--- config.mk ---
export PLATFORM = sky130hd
export DESIGN_NAME = axi4_lite_reg_slave
export DESIGN_NICKNAME = d
export VERILOG_FILES = /design/src/rtl/axi4_types_pkg.sv /design/src/rtl/axi4_lite_reg_slave.sv
export SDC_FILE = /design/constraint.sdc
export NUM_CORES = 1
export LEC_CHECK = 0
export CAP_MARGIN = 20
export CORE_MARGIN = 2
export CORE_UTILIZATION = 40
export DETAILED_ROUTE_END_ITERATION = 12
export GPL_ROUTABILITY_DRIVEN = 0
export PLACE_DENSITY = 0.66
export SYNTH_ARGS = -nofsm -noshare
export SYNTH_HDL_FRONTEND = slang
export SYNTH_SLANG_ARGS = --single-unit
export TNS_END_PERCENT = 20
--- constraint.sdc ---
create_clock -name aclk -period 4.86 [get_ports aclk]
set_clock_uncertainty 0.1 [all_clocks]
set_input_delay 0.729 -clock aclk [delete_from_list [all_inputs] [get_ports aclk]]
set_output_delay 0.729 -clock aclk [all_outputs]
set_load 0.1 [all_outputs]
--- src/rtl/axi4_types_pkg.sv ---
// Shared AXI4 type definitions: response codes, protection attributes and
// AXI4-Lite data/strobe constants with a byte-merge helper.
package axi4_types;

  localparam int unsigned AXI4L_DATA_W = 32;
  localparam int unsigned AXI4L_STRB_W = 4;

  typedef enum logic [1:0] {
    AXI4_RESP_OKAY   = 2'b00,
    AXI4_RESP_EXOKAY = 2'b01,
    AXI4_RESP_SLVERR = 2'b10,
    AXI4_RESP_DECERR = 2'b11
  } axi4_resp_el;

  // AxPROT bit order: [2] instruction, [1] non-secure, [0] privileged
  typedef struct packed {
    logic instr;
    logic nonsecure;
    logic privileged;
  } axi4_prot_typel;

  function automatic logic [AXI4L_DATA_W-1:0] axi4_strb_merge(
    input logic [AXI4L_DATA_W-1:0] old_word,
    input logic [AXI4L_DATA_W-1:0] new_word,
    input logic [AXI4L_STRB_W-1:0] strb
  );
    logic [AXI4L_DATA_W-1:0] merged;
    merged = old_word;
    for (int unsigned b = 0; b < AXI4L_STRB_W; b++) begin
      if (strb[b]) merged[b*8 +: 8] = new_word[b*8 +: 8];
    end
    return merged;
  endfunction

endpackage

--- src/rtl/axi4_lite_reg_slave.sv ---
// AXI4-Lite register responder: NUM_REGS read/write words, independent write
// (AW/W/B) and read (AR/R) state machines, one outstanding transaction each.
module axi4_lite_reg_slave
  import axi4_types::*;
#(
  parameter int unsigned ADDR_WIDTH   = 12,
  parameter int unsigned DATA_WIDTH   = 32,
  parameter int unsigned NUM_REGS     = 16,
  parameter bit          REQUIRE_PRIV = 1'b1
) (
  input  logic                           aclk,
  input  logic                           aresetn,
  input  logic [ADDR_WIDTH-1:0]          s_awaddr,
  input  logic [2:0]                     s_awprot,
  input  logic                           s_awvalid,
  output logic                           s_awready,
  input  logic [DATA_WIDTH-1:0]          s_wdata,
  input  logic [AXI4L_STRB_W-1:0]        s_wstrb,
  input  logic                           s_wvalid,
  output logic                           s_wready,
  output logic [1:0]                     s_bresp,
  output logic                           s_bvalid,
  input  logic                           s_bready,
  input  logic [ADDR_WIDTH-1:0]          s_araddr,
  input  logic [2:0]                     s_arprot,
  input  logic                           s_arvalid,
  output logic                           s_arready,
  output logic [DATA_WIDTH-1:0]          s_rdata,
  output logic [1:0]                     s_rresp,
  output logic                           s_rvalid,
  input  logic                           s_rready,
  output logic [NUM_REGS*DATA_WIDTH-1:0] reg_o,
  output logic [NUM_REGS-1:0]            reg_wr_o
);

  localparam int unsigned IDX_W = ADDR_WIDTH - 2;

  typedef enum logic [1:0] {
    W_IDLE,
    W_WAIT_W,
    W_WAIT_AW,
    W_RESP
  } wstate_e;

  typedef enum logic {
    R_IDLE,
    R_RESP
  } rstate_e;

  // Register array
  logic [DATA_WIDTH-1:0] regs_q [NUM_REGS];
  logic [DATA_WIDTH-1:0] regs_d [NUM_REGS];

  // Write channel state
  wstate_e               wstate_q, wstate_d;
  logic                  awready_q, awready_d;
  logic                  wready_q, wready_d;
  logic                  bvalid_q, bvalid_d;
  axi4_resp_el           bresp_q, bresp_d;
  logic [ADDR_WIDTH-1:0] awaddr_q;
  logic [2:0]            awprot_q;
  logic [DATA_WIDTH-1:0] wdata_q;
  logic [AXI4L_STRB_W-1:0] wstrb_q;
  logic [NUM_REGS-1:0]   reg_wr_q, reg_wr_d;

  logic                  aw_hs, w_hs, commit;
  logic [ADDR_WIDTH-1:0] awaddr_eff;
  logic [2:0]            awprot_eff;
  logic [DATA_WIDTH-1:0] wdata_eff;
  logic [AXI4L_STRB_W-1:0] wstrb_eff;
  axi4_prot_typel        prot_s;
  logic [IDX_W-1:0]      w_idx;
  logic                  w_in_range;

  // Read channel state
  rstate_e               rstate_q, rstate_d;
  logic                  arready_q, arready_d;
  logic                  rvalid_q, rvalid_d;
  logic [DATA_WIDTH-1:0] rdata_q, rdata_d;
  axi4_resp_el           rresp_q, rresp_d;
  logic                  ar_hs;
  logic [IDX_W-1:0]      r_idx;

  logic                  unused_bits;

  assign aw_hs = s_awvalid & awready_q;
  assign w_hs  = s_wvalid  & wready_q;
  assign ar_hs = s_arvalid & arready_q;

  // ---------------------------------------------------------------------------
  // Write FSM
  // ---------------------------------------------------------------------------
  always_comb begin
    wstate_d = wstate_q;
    commit   = 1'b0;
    unique case (wstate_q)
      W_IDLE: begin
        if (aw_hs && w_hs) begin
          wstate_d = W_RESP;
          commit   = 1'b1;
        end else if (aw_hs) begin
          wstate_d = W_WAIT_W;
        end else if (w_hs) begin
          wstate_d = W_WAIT_AW;
        end
      end
      W_WAIT_W: begin
        if (w_hs) begin
          wstate_d = W_RESP;
          commit   = 1'b1;
        end
      end
      W_WAIT_AW: begin
        if (aw_hs) begin
          wstate_d = W_RESP;
          commit   = 1'b1;
        end
      end
      W_RESP: begin
        if (s_bready) wstate_d = W_IDLE;
      end
      default: wstate_d = W_IDLE;
    endcase

    awready_d = (wstate_d == W_IDLE) || (wstate_d == W_WAIT_AW);
    wready_d  = (wstate_d == W_IDLE) || (wstate_d == W_WAIT_W);
    bvalid_d  = (wstate_d == W_RESP);
  end

  // On the completing handshake one half comes from the bus, the other from
  // the holding registers captured by the earlier handshake.
  always_comb begin
    awaddr_eff = aw_hs ? s_awaddr : awaddr_q;
    awprot_eff = aw_hs ? s_awprot : awprot_q;
    wdata_eff  = w_hs  ? s_wdata  : wdata_q;
    wstrb_eff  = w_hs  ? s_wstrb  : wstrb_q;
    prot_s     = axi4_prot_typel'(awprot_eff);
    w_idx      = awaddr_eff[ADDR_WIDTH-1:2];
    w_in_range = 32'(w_idx) < NUM_REGS;
  end

  always_comb begin
    regs_d   = regs_q;
    bresp_d  = bresp_q;
    reg_wr_d = '0;
    if (commit) begin
      if (!w_in_range) begin
        bresp_d = AXI4_RESP_DECERR;
      end else if (REQUIRE_PRIV && !prot_s.privileged) begin
        bresp_d = AXI4_RESP_SLVERR;
      end else begin
        bresp_d = AXI4_RESP_OKAY;
        for (int unsigned k = 0; k < NUM_REGS; k++) begin
          if (32'(w_idx) == k) begin
            regs_d[k]   = axi4_strb_merge(regs_q[k], wdata_eff, wstrb_eff);
            reg_wr_d[k] = 1'b1;
          end
        end
      end
    end
  end

  always_ff @(posedge aclk or negedge aresetn) begin
    if (!aresetn) begin
      wstate_q  <= W_IDLE;
      awready_q <= 1'b0;
      wready_q  <= 1'b0;
      bvalid_q  <= 1'b0;
      bresp_q   <= AXI4_RESP_OKAY;
      awaddr_q  <= '0;
      awprot_q  <= '0;
      wdata_q   <= '0;
      wstrb_q   <= '0;
      reg_wr_q  <= '0;
      for (int unsigned k = 0; k < NUM_REGS; k++) regs_q[k] <= '0;
    end else begin
      wstate_q  <= wstate_d;
      awready_q <= awready_d;
      wready_q  <= wready_d;
      bvalid_q  <= bvalid_d;
      bresp_q   <= bresp_d;
      reg_wr_q  <= reg_wr_d;
      if (aw_hs) begin
        awaddr_q <= s_awaddr;
        awprot_q <= s_awprot;
      end
      if (w_hs) begin
        wdata_q <= s_wdata;
        wstrb_q <= s_wstrb;
      end
      for (int unsigned k = 0; k < NUM_REGS; k++) regs_q[k] <= regs_d[k];
    end
  end

  // ---------------------------------------------------------------------------
  // Read FSM
  // ---------------------------------------------------------------------------
  assign r_idx = s_araddr[ADDR_WIDTH-1:2];

  always_comb begin
    rstate_d = rstate_q;
    unique case (rstate_q)
      R_IDLE:  if (ar_hs)    rstate_d = R_RESP;
      R_RESP:  if (s_rready) rstate_d = R_IDLE;
      default: rstate_d = R_IDLE;
    endcase
    arready_d = (rstate_d == R_IDLE);
    rvalid_d  = (rstate_d == R_RESP);
  end

  // Reads sample regs_q, so a write committing on the same edge is not seen.
  always_comb begin
    rdata_d = rdata_q;
    rresp_d = rresp_q;
    if (ar_hs) begin
      rdata_d = '0;
      if (32'(r_idx) < NUM_REGS) begin
        rresp_d = AXI4_RESP_OKAY;
        for (int unsigned k = 0; k < NUM_REGS; k++) begin
          if (32'(r_idx) == k) rdata_d = regs_q[k];
        end
      end else begin
        rresp_d = AXI4_RESP_DECERR;
      end
    end
  end

  always_ff @(posedge aclk or negedge aresetn) begin
    if (!aresetn) begin
      rstate_q  <= R_IDLE;
      arready_q <= 1'b0;
      rvalid_q  <= 1'b0;
      rdata_q   <= '0;
      rresp_q   <= AXI4_RESP_OKAY;
    end else begin
      rstate_q  <= rstate_d;
      arready_q <= arready_d;
      rvalid_q  <= rvalid_d;
      rdata_q   <= rdata_d;
      rresp_q   <= rresp_d;
    end
  end

  // ---------------------------------------------------------------------------
  // Outputs
  // ---------------------------------------------------------------------------
  assign s_awready = awready_q;
  assign s_wready  = wready_q;
  assign s_bvalid  = bvalid_q;
  assign s_bresp   = bresp_q;
  assign s_arready = arready_q;
  assign s_rvalid  = rvalid_q;
  assign s_rdata   = rdata_q;
  assign s_rresp   = rresp_q;
  assign reg_wr_o  = reg_wr_q;

  always_comb begin
    reg_o = '0;
    for (int unsigned k = 0; k < NUM_REGS; k++) begin
      reg_o[k*DATA_WIDTH +: DATA_WIDTH] = regs_q[k];
    end
  end

  // Byte-offset address bits, read protection and non-privilege prot bits
  // carry no meaning for this register file.
  assign unused_bits = ^{s_arprot, s_araddr[1:0], awaddr_eff[1:0],
                         prot_s.instr, prot_s.nonsecure};

endmodule

; ---- Word-level counts from Yosys, hierarchy flattened
; Cells that the tools add are included.
[totals]
register_bits = 620
inputBits = 73
output_inout_bits = 569
elab_cells = 250
[classes]
magnitude_cmp = 2
eq_ne = 36
mux = 57
bitwise = 5
n_reduce_logical = 71
[op_table]
columns = operator, n
row1 = 2-to-1 mux 32 bit, 18
row2 = AND reduction 5 bit, 64
row3 = "== test 10 x 4 -> 1 bit, second input constant", 16
row4 = "== test 10 x 3 -> 1 bit, second input constant", 8
row5 = 2-to-1 mux 16 bit, 3
row6 = "== test 10 x 2 -> 1 bit, second input constant", 4
row7 = 2-to-1 mux 1 bit, 22
row8 = "== test 10 x 1 -> 1 bit, second input constant", 2
row9 = logical NOT 10 bit, 2
row10 = "< comparator 10 x 5 -> 1 bit, second input constant", 2
row11 = 2-to-1 mux 2 bit, 9
row12 = 2-to-1 mux 12 bit, 1
row13 = "== test 2 bit, second input constant", 4
row14 = case mux 2 bit (4 select lines), 1
row15 = "== test 2 x 1 -> 1 bit, second input constant", 2
row16 = logical NOT 2 bit, 2
row17 = 2-to-1 mux 4 bit, 1
row18 = bitwise AND 1 bit, 3
row19 = case mux 1 bit (3 select lines), 1
row20 = logical OR 1 bit, 2
row21 = NOT 1 bit, 2
row22 = case mux 1 bit (2 select lines), 1
row23 = logical AND 1 bit, 1

; ---- Longest topological paths before layout
; Gate-level depths: netlist (run 1).
[logic_depth]
ltp_word = 18
depth_mapped = 9
ltp_nobuf = 6

; ---- Worst setup path after synthesis (run 1)
; No wires, ideal clock.
[synth_timing]
path_type = register -> register
from = reg wready_q (netlist: s_wready)
to = reg regs_q, in the netlist reg_o[5]
setup_time_ns = 0.126
arrival_ns = 3.007
required_ns = 4.634
slack_ns = 1.627
path_stages_with_launch = 8
n_path_buf = 2
period_less_slack_ns = 3.233
cell_sequence = dfrtp_1 -> nand2_1 -> buf_2 -> mux2i_1 -> nor3_2 -> buf_4 -> nand3_2 -> mux2_2
[synth_between]
elab_chain_len = 5
word_cells_on_any_way = 8
classes_between = mux (5) / bitwise (1) / reduce/logical (2)
[synth_lines]
columns = item, line
row1 = start: declaration, axi4_lite_reg_slave.sv:57  ; logic wready_q, wready_d;
row2 = start signal: assignment, axi4_lite_reg_slave.sv:179  ; wready_q <= wready_d;
row3 = bitwise AND 1 bit *, axi4_lite_reg_slave.sv:87  ; assign w_hs = s_wvalid & wready_q;
row4 = logical AND 1 bit, axi4_lite_reg_slave.sv:98  ; if (aw_hs && w_hs) begin
row5 = 2-to-1 mux 1 bit, axi4_lite_reg_slave.sv:98
row6 = case mux 1 bit (3 select lines), axi4_lite_reg_slave.sv:96  ; unique case (wstate_q)
row7 = AND reduction 5 bit (no line), n/a
row8 = end: declaration, axi4_lite_reg_slave.sv:51  ; logic [DATA_WIDTH-1:0] regs_q [NUM_REGS];
; Mark *: on every way between the ends. The rest lies on a longest branch, timed or not.
; A chain may end at the register's enable or synchronous reset.

; ---- Worst setup path in the final report (run 1)
[layout_timing]
from = in s_awvalid
to = reg regs_q, in the netlist reg_o[351]
[layout_between]
elab_chain_len = 5
word_cells_on_any_way = 10
classes_between = order compare (1) / eq/ne (1) / mux (5) / bitwise (1) / reduce/logical (2)
[layout_lines]
columns = item, line
row1 = start: declaration, axi4_lite_reg_slave.sv:15  ; input logic s_awvalid,
row2 = bitwise AND 1 bit *, axi4_lite_reg_slave.sv:86  ; assign aw_hs = s_awvalid & awready_q;
row3 = "parallel branches: the longest is 3 deep, another holds < comparator 10 x 5 -> 1 bit", n/a
row4 = AND reduction 5 bit (no line) *, n/a
; Mark *: on every way between the ends.

==> results.sh, run 1 <==
export IMPL_switchingPower_mw=4.63
export IMPL_timing_rr_start="awaddr_q[8]"
export IMPL_critPathLaunch="s_awvalid"
export IMPL_route_detailed_drc=0
export IMPL_tightestPinTransition_ps=1260
export IMPL_rows=99
export IMPL_grt_pass1_wl_mm=191
export IMPL_area_growth_pct=36.0
export IMPL_grt_pass1_vias=25149
export IMPL_synth_top_area_share_pct=52.6
export IMPL_firstDrtPassIters=7
export IMPL_required_ps=5240
export IMPL_cpLargestDelayFamily="simple AND/OR/NAND/NOR gates"
export IMPL_wl_met3_mm=14.2
export IMPL_hpwl_mm=99.2
export IMPL_clk_latency_ps=620
export IMPL_seq_power_share_pct=39.5
export IMPL_vias=24787
export IMPL_core_sq_um=72800
export IMPL_synthFlopType="dfrtp_1"
export IMPL_netlist_area_sq_um=29400
export IMPL_multi_input_area_sq_um=13300
export IMPL_synth_avg_cell_area_sq_um=12.8
export IMPL_ys_seq_area_share_pct=52.6
export IMPL_maxSlewHeadroom_pct=15.9
export IMPL_p_int_mw=9.43
export IMPL_ir_drop_v=0.000573
export IMPL_clk_pin_slew_ps=60
export IMPL_n_fill_cell=6153
export IMPL_clockPowerShare_pct=39.6
export IMPL_gr_total_overflow=0
export IMPL_hold_violations=0
export IMPL_power_total_mw=14.1
export IMPL_r2r_end="reg_o[351]"
export IMPL_setup_viol=0
export IMPL_nNetsFinal=3067
export IMPL_synth_edf_count=0
export IMPL_synthArstFlopShare_pct=100
export IMPL_cp_slowest_cell="nor3_2"
export IMPL_maxCapViolations=0
export IMPL_rsz0062_at_grt="no"
export IMPL_p_leak_nw=17.8
export IMPL_tns_ps=0
export IMPL_netlist_instances=2302
export IMPL_cts_tree="yes"
export IMPL_die_y_um=275
export IMPL_netlist_top_cell_by_area="dfrtp_1"
export IMPL_htree_levels=3
export IMPL_status="finished, final reports clean"
export IMPL_highest_layer="met5"
export IMPL_holdBufCountCts=0
export IMPL_seq_area_sq_um=15400
export IMPL_path_class="in2reg"
export IMPL_die_w_um=275
export IMPL_io_buffers=632
export IMPL_cp_start_kind="primary input"
export IMPL_cts_buffers=69
export IMPL_netSwitchingFraction_pct=32.9
export IMPL_ys_top_cells_by_count="dfrtp_1, mux2_2, clkbuf_1, nand2_1, o21ai_0"
export IMPL_antenna_found_initial=6
export IMPL_drv_slew=0
export IMPL_wl_met2_mm=62.4
export IMPL_ys_seq_elements=617
export IMPL_io_pins=642
export IMPL_drt_iter0_drc=2638
export IMPL_holdCritPathClass="in2async"
export IMPL_grt_max_degree=89
export IMPL_path_buf_inv=2
export IMPL_crit_end="reg_o[351]"
export IMPL_clockRootBuffer="clkbuf_16"
export IMPL_slowest_delay_ps=880
export IMPL_power_density_nw_per_um2=352
export IMPL_synth_area_leaders="dfrtp_1, mux2_2, mux2i_1, nand3_2, o21ai_0"
export IMPL_rrSetupSlack_ps=1290
export IMPL_end_kind="register"
export IMPL_share_comb_of_total_power_pct=20.9
export IMPL_arrival_ps=4240
export IMPL_via_per_inst=6.18
export IMPL_synth_cell_types=83
export IMPL_drt_wl_total_mm=138
export IMPL_grt_use_total_pct=35.7
export IMPL_timing_fmax_mhz=260
export IMPL_cp_depth=7
export IMPL_crit_fanout=13
export IMPL_cts_sinks=617
export IMPL_cts_resized_gates=0
export IMPL_ant_nets=0
export IMPL_post_cts_buffers=0
export IMPL_layout_drive_gt1_share_pct=32.0
export IMPL_wire_per_inst_um=34.4
export IMPL_start_util_pct=40.3
export IMPL_yosys_warnings=0
export IMPL_finalCritPeriodShare_pct=79.3
export IMPL_synth_nets=2375
export IMPL_path_cells="clkdlybuf4s50_1 -> and2_1 -> a21oi_2 -> buf_4 -> nor3_2 -> nand3_1 -> mux2_2"
export IMPL_die_area_sq_um=75600
export IMPL_clk_path_buf_depth=3
export IMPL_period_needed_ps=3850
export IMPL_worstRegToRegCells=5
export IMPL_wl_met1_mm=53.3
export IMPL_yosysMostFrequentCell="dfrtp_1"
==> cell type report <==
type | instances | share of cell area (%)
clock buffer | 106 | 5.26
clock inverter | 19 | 0.761
inverter | 19 | 0.179
tap | 959 | 3.01
sequential | 617 | 38.7
antenna | 3 | 0.0188
timing repair buffer | 783 | 18.8
multi-input combinational | 1504 | 33.3
==> power groups by stage <==
stage | Clock (mW) | Combinational, mW | Sequential [mW]
after CTS | 5.60 | 2.91 | 5.55
after detailed placement | 0 | 2.91 | 5.64
after floorplan | 0 | 1.47 | 6.00
after global placement | 0 | 2.84 | 5.63
after global routing | 5.82 | 3.10 | 5.58
final | 5.56 | 2.94 | 5.56
==> worst min path at each step <==
stage	from	endpoint	slack (ps)
2_1_floorplan	aresetn	awaddr_q[10]	330
3_3_place_gp	awprot_q[0]	awprot_q[0]	350
3_5_place_dp	awprot_q[0]	awprot_q[0]	360
4_1_cts	aresetn	reg_o[127]	60
5_1_grt	aresetn	reg_o[127]	100
6_report	aresetn	reg_o[127]	60
==> routing by layer <==
| layer | GRT usage [%] | vias up |
|---|---|---|
| li1 | - | 10041 |
| met1 | 45.6 | 12870 |
| met2 | 55.1 | 1499 |
| met3 | 10.5 | 373 |
| met4 | 18.6 | 4 |
| met5 | 0 | - |
==> cells by family (layout without fill, tap and decap cells) <==
kind of cell           Yosys count  count (layout)  share of synthesized area (%)
DFF                            617             617                           52.6
muxes                          629             629                           24.7
AOI/OAI and AO/OA              413             413                           9.96
other                            0               3                              0
buffers and inverters          181             927                           2.55
and+or+nand+nor                462             462                           10.2
==> placed cells by master (no fill, tap or decap), types with 26 or more instances in the layout <==
master           instances
o21ai_0                 91
clkdlybuf4s50_1        627
nand2_1                 99
nand3_1                 34
nand3_2                 46
mux2_2                 561
buf_4                  147
a21oi_1                 54
mux2i_1                 47
nor2_1                  77
a22oi_1                 26
dfrtp_1                617
clkbuf_16               72
==> metrics by stage <==
step,hold slack (ps),std cells,setup slack [ps],util (%),instance area (sq um)
after floorplan,333,2302,1630,-,29400
after global placement,349,3882,562,51.5,37500
after detailed placement,360,3882,492,51.5,37500
after CTS,58.0,4007,1100,54.8,39900
after global routing,96.3,4007,861,54.8,39900
final,59.2,4010,1010,54.8,39900
==> flip-flops by register name, summed over array words and instances (netlist names) <==
name and cells:
wstate_q 2, s_awready 1, s_bresp 2, awprot_q 1, wstrb_q 4, s_rvalid 1
awaddr_q 10, wdata_q 32, s_bvalid 1, s_arready 1, reg_wr_o 16, s_wready 1
s_rresp 1, reg_o 512, s_rdata 32
(Power assumes the default switching activity.)
==> run 2: changes to the inputs <==
- clock period: 4.86 -> 3.98 ns (I/O delays scaled with it)
==> run 2 against run 1 <==
Net effect: global-route usage decreased by 0.22 points; non-clock buffer count up 15; sequential power up 22%; critical path type unchanged; flip-flop and latch count did not move; first-iteration DRC count grew 5.4%; combinational power up 25%; clock power grew 18%; hold slack better by 320 ps.
==> results.sh, run 2 (synthesis gave the netlist of run 1 again) <==
export IMPL_die_area_sq_um=75600
export IMPL_utilization_pct=55.0
export IMPL_required_ps=4360
export IMPL_antenna_found_initial=3
export IMPL_share_comb_of_total_power_pct=21.6
export IMPL_crit_top_cell="buf_4"
export IMPL_dpl_worst_slack_ps=97.5
export IMPL_firstDrtPassIters=6
export IMPL_nNetsFinal=3082
export IMPL_largest_reg_flops=512
export IMPL_dpl_cell_area_sq_um=37700
export IMPL_path_cells="clkdlybuf4s50_1 -> nand2_1 -> buf_4 -> a31oi_1 -> o32a_2 -> nor4_4 -> buf_4 -> mux2_2"
export IMPL_cts_resized_gates=0
export IMPL_area_growth_pct=36.4
export IMPL_cpLargestDelayFamily="buffers and inverters"
export IMPL_clockPowerShare_pct=38.5
export IMPL_io_buffers=632
export IMPL_clk_latency_ps=620
export IMPL_clk_path_buf_depth=3
export IMPL_seq_power_share_pct=39.9
export IMPL_htree_levels=3
export IMPL_n_fill_cell=6085
export IMPL_multi_input_area_sq_um=13300
export IMPL_power_density_nw_per_um2=425
export IMPL_end_kind="register"
export IMPL_finalNonFillerCells=4019
export IMPL_cts_sinks=617
export IMPL_die_w_um=275
export IMPL_rsz0062_at_grt="no"
export IMPL_core_sq_um=72800
export IMPL_arrival_ps=3720
export IMPL_p_int_mw=11.3
export IMPL_ant_nets=0
export IMPL_gr_total_overflow=0
export IMPL_final_cell_area_sq_um=40000
export IMPL_route_detailed_drc=0
export IMPL_holdBufCountCts=1
export IMPL_grt_max_degree=82
export IMPL_io_pins=642
export IMPL_hpwl_mm=98.9
export IMPL_drt_wl_total_mm=137
export IMPL_hold_violations=0
export IMPL_layout_drive_gt1_share_pct=32.3
export IMPL_start_util_pct=40.3
export IMPL_p_leak_nw=17.9
export IMPL_grt_pass1_vias=24937
export IMPL_final_cell_mix="clkdlybuf4s50_1, dfrtp_1, mux2_2"
export IMPL_crit_fanout=16
export IMPL_tns_ps=0
export IMPL_holdCritPathClass="reg2reg"
export IMPL_timing_hold_ws_ps=383
export IMPL_setup_viol=0
export IMPL_switchingPower_mw=5.68
export IMPL_maxSlewHeadroom_pct=21.9
export IMPL_maxCapViolations=0
export IMPL_via_per_inst=6.23
export IMPL_fin_ws_ps=642
export IMPL_clk_pin_slew_ps=60
export IMPL_clockRootBuffer="clkbuf_16"
export IMPL_rows=99
export IMPL_drv_slew=0
export IMPL_netSwitchingFraction_pct=33.4
export IMPL_slowest_delay_ps=660
export IMPL_post_cts_buffers=0
export IMPL_dpl_cell_count=3896
export IMPL_tightestPinTransition_ps=1170
export IMPL_drt_iter0_drc=2780
export IMPL_die_y_um=275
export IMPL_seq_area_sq_um=15400
export IMPL_power_total_mw=17.0
export IMPL_cp_slowest_cell="clkdlybuf4s50_1"
export IMPL_path_buf_inv=3
export IMPL_cts_buffers=69
export IMPL_cp_start_kind="primary input"
export IMPL_cts_tree="yes"
export IMPL_ir_drop_v=0.000577
export IMPL_grt_pass1_wl_mm=190
export IMPL_period_needed_ps=3340
export IMPL_status="finished, final reports clean"
export IMPL_layout_commonest_cell="clkdlybuf4s50_1"
export IMPL_grt_use_total_pct=35.5
export IMPL_vias=25039
export IMPL_path_class="in2reg"
export IMPL_finalCritPeriodShare_pct=83.9
export IMPL_timing_fmax_mhz=300
export IMPL_wire_per_inst_um=34.1
-- run 2: cell types whose count changed in the layout (fill, tap and decap cells not counted), sizes merged --
cell,before,now
inv,22,21
dlygate4sd3,0,1
bufinv,7,4
clkbuf,106,101
buf,156,170
clkinv,6,9
-- run 2: layout make-up --
type	count	area share, %
antenna	3	0.0188
clock buffer	101	5.17
clock inverter	18	0.569
inverter	19	0.178
multi-input combinational	1504	33.2
sequential	617	38.6
tap	959	3.00
timing repair buffer	798	19.3
-- run 2: final timing paths --
kind / slack (ps) / startpoint / end / cells past startpoint
worst max register to register: 820 / s_awready / reg_o[215] / 7
max in group asynchronous: 2250 / aresetn / reg_o[344] / 3
worst min register to register: 380 / awaddr_q[7] / awaddr_q[7] / 2
worst max-delay path: 640 / s_awvalid / reg_o[215] / 8
worst min-delay path: 380 / awaddr_q[7] / awaddr_q[7] / 2
min in group asynchronous: 550 / aresetn / wdata_q[31] / 2
-- run 2: worst reg2reg max path: stages (launching register included) --
cell	delay, ps
dfrtp_1	530
nand2_1	220
buf_4	260
a31oi_1	180
o32a_2	660
nor4_4	370
buf_4	330
mux2_2	400
-- run 2: power groups by stage --
stage | clock network [mW] | registers [mW] | logic [mW]
2_1_floorplan | 0 | 7.32 | 1.80
3_3_place_gp | 0 | 6.87 | 3.54
3_5_place_dp | 0 | 6.89 | 3.62
4_1_cts | 6.58 | 6.78 | 3.64
5_1_grt | 6.84 | 6.81 | 3.87
6_report | 6.54 | 6.78 | 3.68
-- run 2: layer usage --
metal | global-route usage [%] | vias to the layer above | wire [um]
met5 | 0 | - | 24
met4 | 17.3 | 4 | 7830
met3 | 9.80 | 414 | 14200
met2 | 55.0 | 1612 | 61700
met1 | 46.1 | 12952 | 53200
li1 | - | 10057 | -
